**src/rtl/queue_param.sv**
```systemverilog
// rtl/queue_param.sv - parametrised synchronous FIFO with thresholds, flush, sticky errors and selectable read mode
module queue_param #(
    parameter int DATA_WIDTH = 32,
    parameter int DEPTH_BIT  = 3,
    parameter int AF_TH      = 6,
    parameter int AE_TH      = 1,
    parameter int FWFT       = 0
) (
    input  logic                  clk,
    input  logic                  rst,
    input  logic                  flush,
    input  logic                  wr_en,
    input  logic [DATA_WIDTH-1:0] buf_in,
    input  logic                  rd_en,
    input  logic                  err_clr,
    output logic [DATA_WIDTH-1:0] buf_out,
    output logic                  valid_output,
    output logic                  empty,
    output logic                  full,
    output logic                  almost_full,
    output logic                  almost_empty,
    output logic [DEPTH_BIT:0]    count,
    output logic                  overflow,
    output logic                  underflow
);

    localparam int                   LP_ENTRIES = 1 << DEPTH_BIT;
    localparam logic [DEPTH_BIT:0]   LP_DEPTH   = {1'b1, {DEPTH_BIT{1'b0}}};
    localparam logic [DEPTH_BIT:0]   LP_AF      = AF_TH[DEPTH_BIT:0];
    localparam logic [DEPTH_BIT:0]   LP_AE      = AE_TH[DEPTH_BIT:0];
    localparam logic [DEPTH_BIT-1:0] LP_IDX_ONE = 1;
    localparam logic [DEPTH_BIT:0]   LP_CNT_ONE = 1;

    logic [DATA_WIDTH-1:0] r_mem [0:LP_ENTRIES-1];
    logic [DEPTH_BIT-1:0]  r_wr_idx;
    logic [DEPTH_BIT-1:0]  r_rd_idx;
    logic [DEPTH_BIT:0]    r_count;
    logic                  r_overflow;
    logic                  r_underflow;

    logic                  w_empty;
    logic                  w_full;
    logic                  w_rd_ok;
    logic                  w_wr_ok;
    logic                  w_rd_acc;
    logic                  w_wr_acc;
    logic                  w_ovf_evt;
    logic                  w_unf_evt;

    // Status flags are decoded straight from the registered occupancy
    assign w_empty      = (r_count == '0);
    assign w_full       = (r_count == LP_DEPTH);
    assign empty        = w_empty;
    assign full         = w_full;
    assign almost_full  = (r_count >= LP_AF);
    assign almost_empty = (r_count <= LP_AE);
    assign count        = r_count;
    assign overflow     = r_overflow;
    assign underflow    = r_underflow;

    // A full queue can still take a write when a pop frees a slot in the same cycle
    assign w_rd_ok   = rd_en & ~w_empty;
    assign w_wr_ok   = wr_en & (~w_full | w_rd_ok);
    // Flush wins over both requests
    assign w_rd_acc  = w_rd_ok & ~flush;
    assign w_wr_acc  = w_wr_ok & ~flush;
    assign w_ovf_evt = wr_en & w_full & ~w_rd_ok;
    assign w_unf_evt = rd_en & w_empty;

    // Storage array, deliberately not reset
    always_ff @(posedge clk) begin
        if (w_wr_acc) begin
            r_mem[r_wr_idx] <= buf_in;
        end
    end

    // Pointer and occupancy tracking
    always_ff @(posedge clk or negedge rst) begin
        if (!rst) begin
            r_wr_idx <= '0;
            r_rd_idx <= '0;
            r_count  <= '0;
        end else if (flush) begin
            r_wr_idx <= '0;
            r_rd_idx <= '0;
            r_count  <= '0;
        end else begin
            if (w_wr_acc) begin
                r_wr_idx <= r_wr_idx + LP_IDX_ONE;
            end
            if (w_rd_acc) begin
                r_rd_idx <= r_rd_idx + LP_IDX_ONE;
            end
            case ({w_wr_acc, w_rd_acc})
                2'b10:   r_count <= r_count + LP_CNT_ONE;
                2'b01:   r_count <= r_count - LP_CNT_ONE;
                default: r_count <= r_count;
            endcase
        end
    end

    // Sticky error flags; a fresh event beats a simultaneous clear
    always_ff @(posedge clk or negedge rst) begin
        if (!rst) begin
            r_overflow  <= 1'b0;
            r_underflow <= 1'b0;
        end else begin
            if (w_ovf_evt) begin
                r_overflow <= 1'b1;
            end else if (err_clr) begin
                r_overflow <= 1'b0;
            end
            if (w_unf_evt) begin
                r_underflow <= 1'b1;
            end else if (err_clr) begin
                r_underflow <= 1'b0;
            end
        end
    end

    generate
        if (FWFT != 0) begin : g_fwft
            // Head entry is presented combinationally whenever something is queued
            assign buf_out      = w_empty ? '0 : r_mem[r_rd_idx];
            assign valid_output = ~w_empty;
        end else begin : g_reg_read
            logic [DATA_WIDTH-1:0] r_buf_out;
            logic                  r_valid;

            // Registered read: data lands one cycle after the accepted pop and is flagged for one cycle
            always_ff @(posedge clk or negedge rst) begin
                if (!rst) begin
                    r_buf_out <= '0;
                    r_valid   <= 1'b0;
                end else begin
                    r_valid <= w_rd_acc;
                    if (w_rd_acc) begin
                        r_buf_out <= r_mem[r_rd_idx];
                    end
                end
            end

            assign buf_out      = r_buf_out;
            assign valid_output = r_valid;
        end
    endgenerate

endmodule

```
**config.mk**
```make
export PLATFORM = sky130hd
export DESIGN_NAME = queue_param
export DESIGN_NICKNAME = d
export VERILOG_FILES = /design/src/rtl/queue_param.sv
export SDC_FILE = /design/constraint.sdc
export NUM_CORES = 1
export LEC_CHECK = 0
export BUFFER_PORTS_ARGS = -buffer_cell sky130_fd_sc_hd__buf_2
export CAP_MARGIN = 20
export CORE_UTILIZATION = 45
export CTS_CLUSTER_SIZE = 8
export DETAILED_ROUTE_END_ITERATION = 10
export GPL_ROUTABILITY_DRIVEN = 0
export PLACE_DENSITY = 0.63
export SYNTH_ARGS = -nofsm -noshare
export SYNTH_HDL_FRONTEND = slang
export SYNTH_SLANG_ARGS = --single-unit
```
**constraint.sdc**
```tcl
create_clock -name clk -period 14.1 [get_ports clk]
set_clock_uncertainty 0.05 [all_clocks]
set_input_delay 0.705 -clock clk [delete_from_list [all_inputs] [get_ports clk]]
set_output_delay 0.705 -clock clk [all_outputs]
set_load 0.1 [all_outputs]
```
==> results summary <==
The flow ran to the end, and the final reports show no timing, DRC or antenna violations. The area of the die came out at 26800 um^2. Entering global routing, the biggest net connects 67 pins. The setup total negative slack came out at 0 ns. The CTS H-tree depth is 2.

The worst max-slew margin expressed relative to the limit came out at 0.238. The number of nets in the synthesized netlist is 761. The multi-input gate area in the final layout came out at 2780 um^2. The flip-flop and latch area came out at 8820 um^2.

Summed over all layers, the routed wires come to 25400 um. The data required time at the worst endpoint is 13.35 ns. The overall overflow remaining after global route is 0. The I/O pin total came out at 81. The final routed DRC violation total is 0. The number of antenna violations at the first check in global routing is 2. Setup violations remaining at the end of the flow were counted as 0. The total of cells resized after clock tree synthesis is 0. The half-perimeter wire length after placement came out at 13200 um.

In this run the horizontal extent of the chip is 164 um. The number of buffers created by CTS came out at 43. The via count is 6484. The number of pins with negative max-slew slack in the final report is 0. The detailed router's first-iteration violation count came out at 477. Setup repair after global routing left no endpoint under its margin. In this run the power density over the cells is 194 nW/um^2. The total of max-cap violations is 0. The final-stage net count is 861. The highest ir drop seen on vdd came out at 167 uV. The share of flip-flops with an asynchronous set or reset after synthesis came out at 0.150. The routed length per instance came out at 21.5 um. The class of the tightest hold or removal check is input port to async pin. The maximum net fanout on the critical path came out at 7.

Counting cells, the worst reg-to-reg path comes to 7. For the pin with the worst max-slew slack, the measured transition is 1.14 ns. The post-synth design cell area came out at 11800 um^2.

The vias per cell is 5.49. The number of optimization iterations in the first detailed-route pass is 5. The ratio of cells with drive above 1 in the final layout is 0.193. The minimum clock period is 3.41 ns.

The number of failing hold endpoints at the final stage is 0. The fmax is 294 MHz. The synthesized flop and latch total came out at 301. The endpoint arrival time on the critical path came out at 2.65 ns.

The mean instance size in the synthesized netlist came out at 16.4 um^2. The buffer levels on the longest clock path came out at 3. The worst setup path is launched from a flop.

The clock root buffer master is clkbuf_16. The clock tree from TritonCTS is built. The register area share after synthesis is 0.749. The die is 164 um tall. The endpoint type of the worst setup path is an output pin. The analysis attributes to cell leakage a power of 0.00484 uW. The area inside the core boundary came out at 25400 um^2.

In the global route stage, overall resource usage came out at 0.196. The number of rows created at floorplan is 58. Among all flip-flop cells after synthesis, the most frequent one is edfxtp_1. The number of global-route vias before repair came out at 6668.

Yosys printed 0 warnings. The hold buffer count at CTS is 0. The area growth from synthesis to final layout is 18.3%. The instance count of the mapped netlist came out at 717.

The count of fill cells added during filler insertion is 2067. Counting flops with a built-in enable in the synthesized netlist gives 256. The number of clock sinks is 301. The number of distinct standard cells referenced by the synthesized netlist is 41.

The clock input transition at the sequential cells of the worst setup and hold paths came out at 0.05 ns. On the final layout, the worst hold slack is 0.273 ns. The number of antenna-violating nets in the routed design is 0.

The post-CTS setup buffer count is 0. The initial cell density of the core is 0.463. The ratio of final minimum period to clock period came out at 0.242. The first-pass GRT wire length came out at 38900 um. The final core utilization is 0.548. The worst setup path is of the flop to output pin kind.

The clock insertion delay at the later pin of the skew report came out at 0.54 ns. In this run the tool buffered the top-level ports with 80 buffer cells.
-- per-stage QoR --
step	setup slack, ns	total power [uW]	instance area [um^2]	instances
global route	10.51	2790	13900	1181
global placement	10.79	1760	12500	1097
floorplan	8.29	1630	11800	717
finish	10.69	2690	13900	1182
CTS	10.68	2710	13800	1178
detailed placement	10.69	1770	12600	1099
-- synth_stat cells (all sizes together) (2+ instances only) --
| library cell | number | area [um^2] |
|---|---|---|
| edfxtp | 256 | 7690 |
| mux2i | 131 | 1310 |
| nand2 | 71 | 283 |
| a22oi | 64 | 480 |
| dfrtp | 45 | 1130 |
| nand3 | 35 | 175 |
| buf | 26 | 148 |
| clkbuf | 17 | 63.8 |
| nor2 | 12 | 45.0 |
| inv | 8 | 30.0 |
| ha | 6 | 75.1 |
| a21oi | 5 | 28.8 |
| nor3 | 5 | 25.0 |
| o21ai | 5 | 25.0 |
| nor2b | 4 | 25.0 |
| nand3b | 3 | 35.0 |
| xor2 | 3 | 26.3 |
| and2 | 2 | 12.5 |
| nand2b | 2 | 12.5 |
| nor4 | 2 | 12.5 |
| xnor2 | 2 | 17.5 |
-- flip-flops by register name, summed over array words and instances, names as in the netlist --
| signal | count |
|---|---|
| r_wr_idx | 3 |
| count | 4 |
| underflow | 1 |
| buf_out | 32 |
| valid_output | 1 |
| r_mem | 256 |
| overflow | 1 |
| r_rd_idx | 3 |
-- critical path, stage by stage, from the launching register on --
cell and delay [ns]:
dfrtp_1 0.44, inv_1 0.15, ha_1 0.32, or3b_1 0.60
inv_1 0.17, buf_2 0.44
-- where the power goes --
part,total (uW),switching (uW),internal [uW],leakage (uW)
clock,935,361,574,0.000595
sequential,1070,39.5,1030,0.00289
combinational,688,558,130,0.00136
-- logic make-up after synthesis --
kind of cell	Yosys count	share of synthesized area
adder cells (fa/ha/maj)	6	0.00638
AO/OA/AOI/OAI	83	0.0519
XOR/XNOR	5	0.00372
AND/OR/NAND/NOR	139	0.0552
buffers and inverters	51	0.0205
flip-flops	301	0.749
multiplexers	132	0.113
-- layer usage --
layer  track usage  vias to the layer above  part of all wire
met2         0.330                      186              0.49
met1         0.258                     3282              0.43
met3        0.0416                       40             0.060
met5             0                        -           0.00043
met4        0.0501                        2             0.016
li1              -                     2974                 -
-- path summary, 6_finish.rpt --
| kind | from | endpoint | slack [ns] |
|---|---|---|---|
| worst max-delay path | count[0] | empty | 10.69 |
| worst min-delay path | rst | buf_out[3] | 0.27 |
| worst max register to register | count[1] | buf_out[31] | 10.75 |
| worst min register to register | buf_out[5] | buf_out[5] | 0.41 |
| max in group asynchronous | rst | r_rd_idx[1] | 13.18 |
| min in group clk | err_clr | overflow | 0.34 |
-- placed cells by master, fill, tap and decap left out, types with 2 or more instances in the layout --
cell type / instances
dfrtp_1: 44
a22oi_1: 64
buf_4: 13
edfxtp_1: 256
o21ai_0: 4
a21oi_1: 4
nor2b_1: 2
buf_16: 2
xnor2_1: 2
buf_12: 3
mux2i_1: 131
nor4_2: 2
nor2b_4: 2
clkbuf_1: 32
nor3_1: 2
ha_1: 6
nor2_4: 3
clkbuf_16: 43
inv_1: 7
buf_2: 80
nor2_1: 9
nor3_2: 3
nand3_1: 35
xor2_1: 3
nand3b_1: 2
nand2b_1: 2
clkinv_8: 2
nand2_1: 70
-- final cells by class --
class | instances | share of cell area
flip-flops and latches | 301 | 0.634
multi-input cells | 365 | 0.200
clock buffers | 75 | 0.0860
repair buffers | 98 | 0.0441
well taps | 330 | 0.0297
clock inverters | 4 | 0.00414
inverters | 8 | 0.00216
diodes | 1 | 0.000180
(Power assumes the default switching activity.)
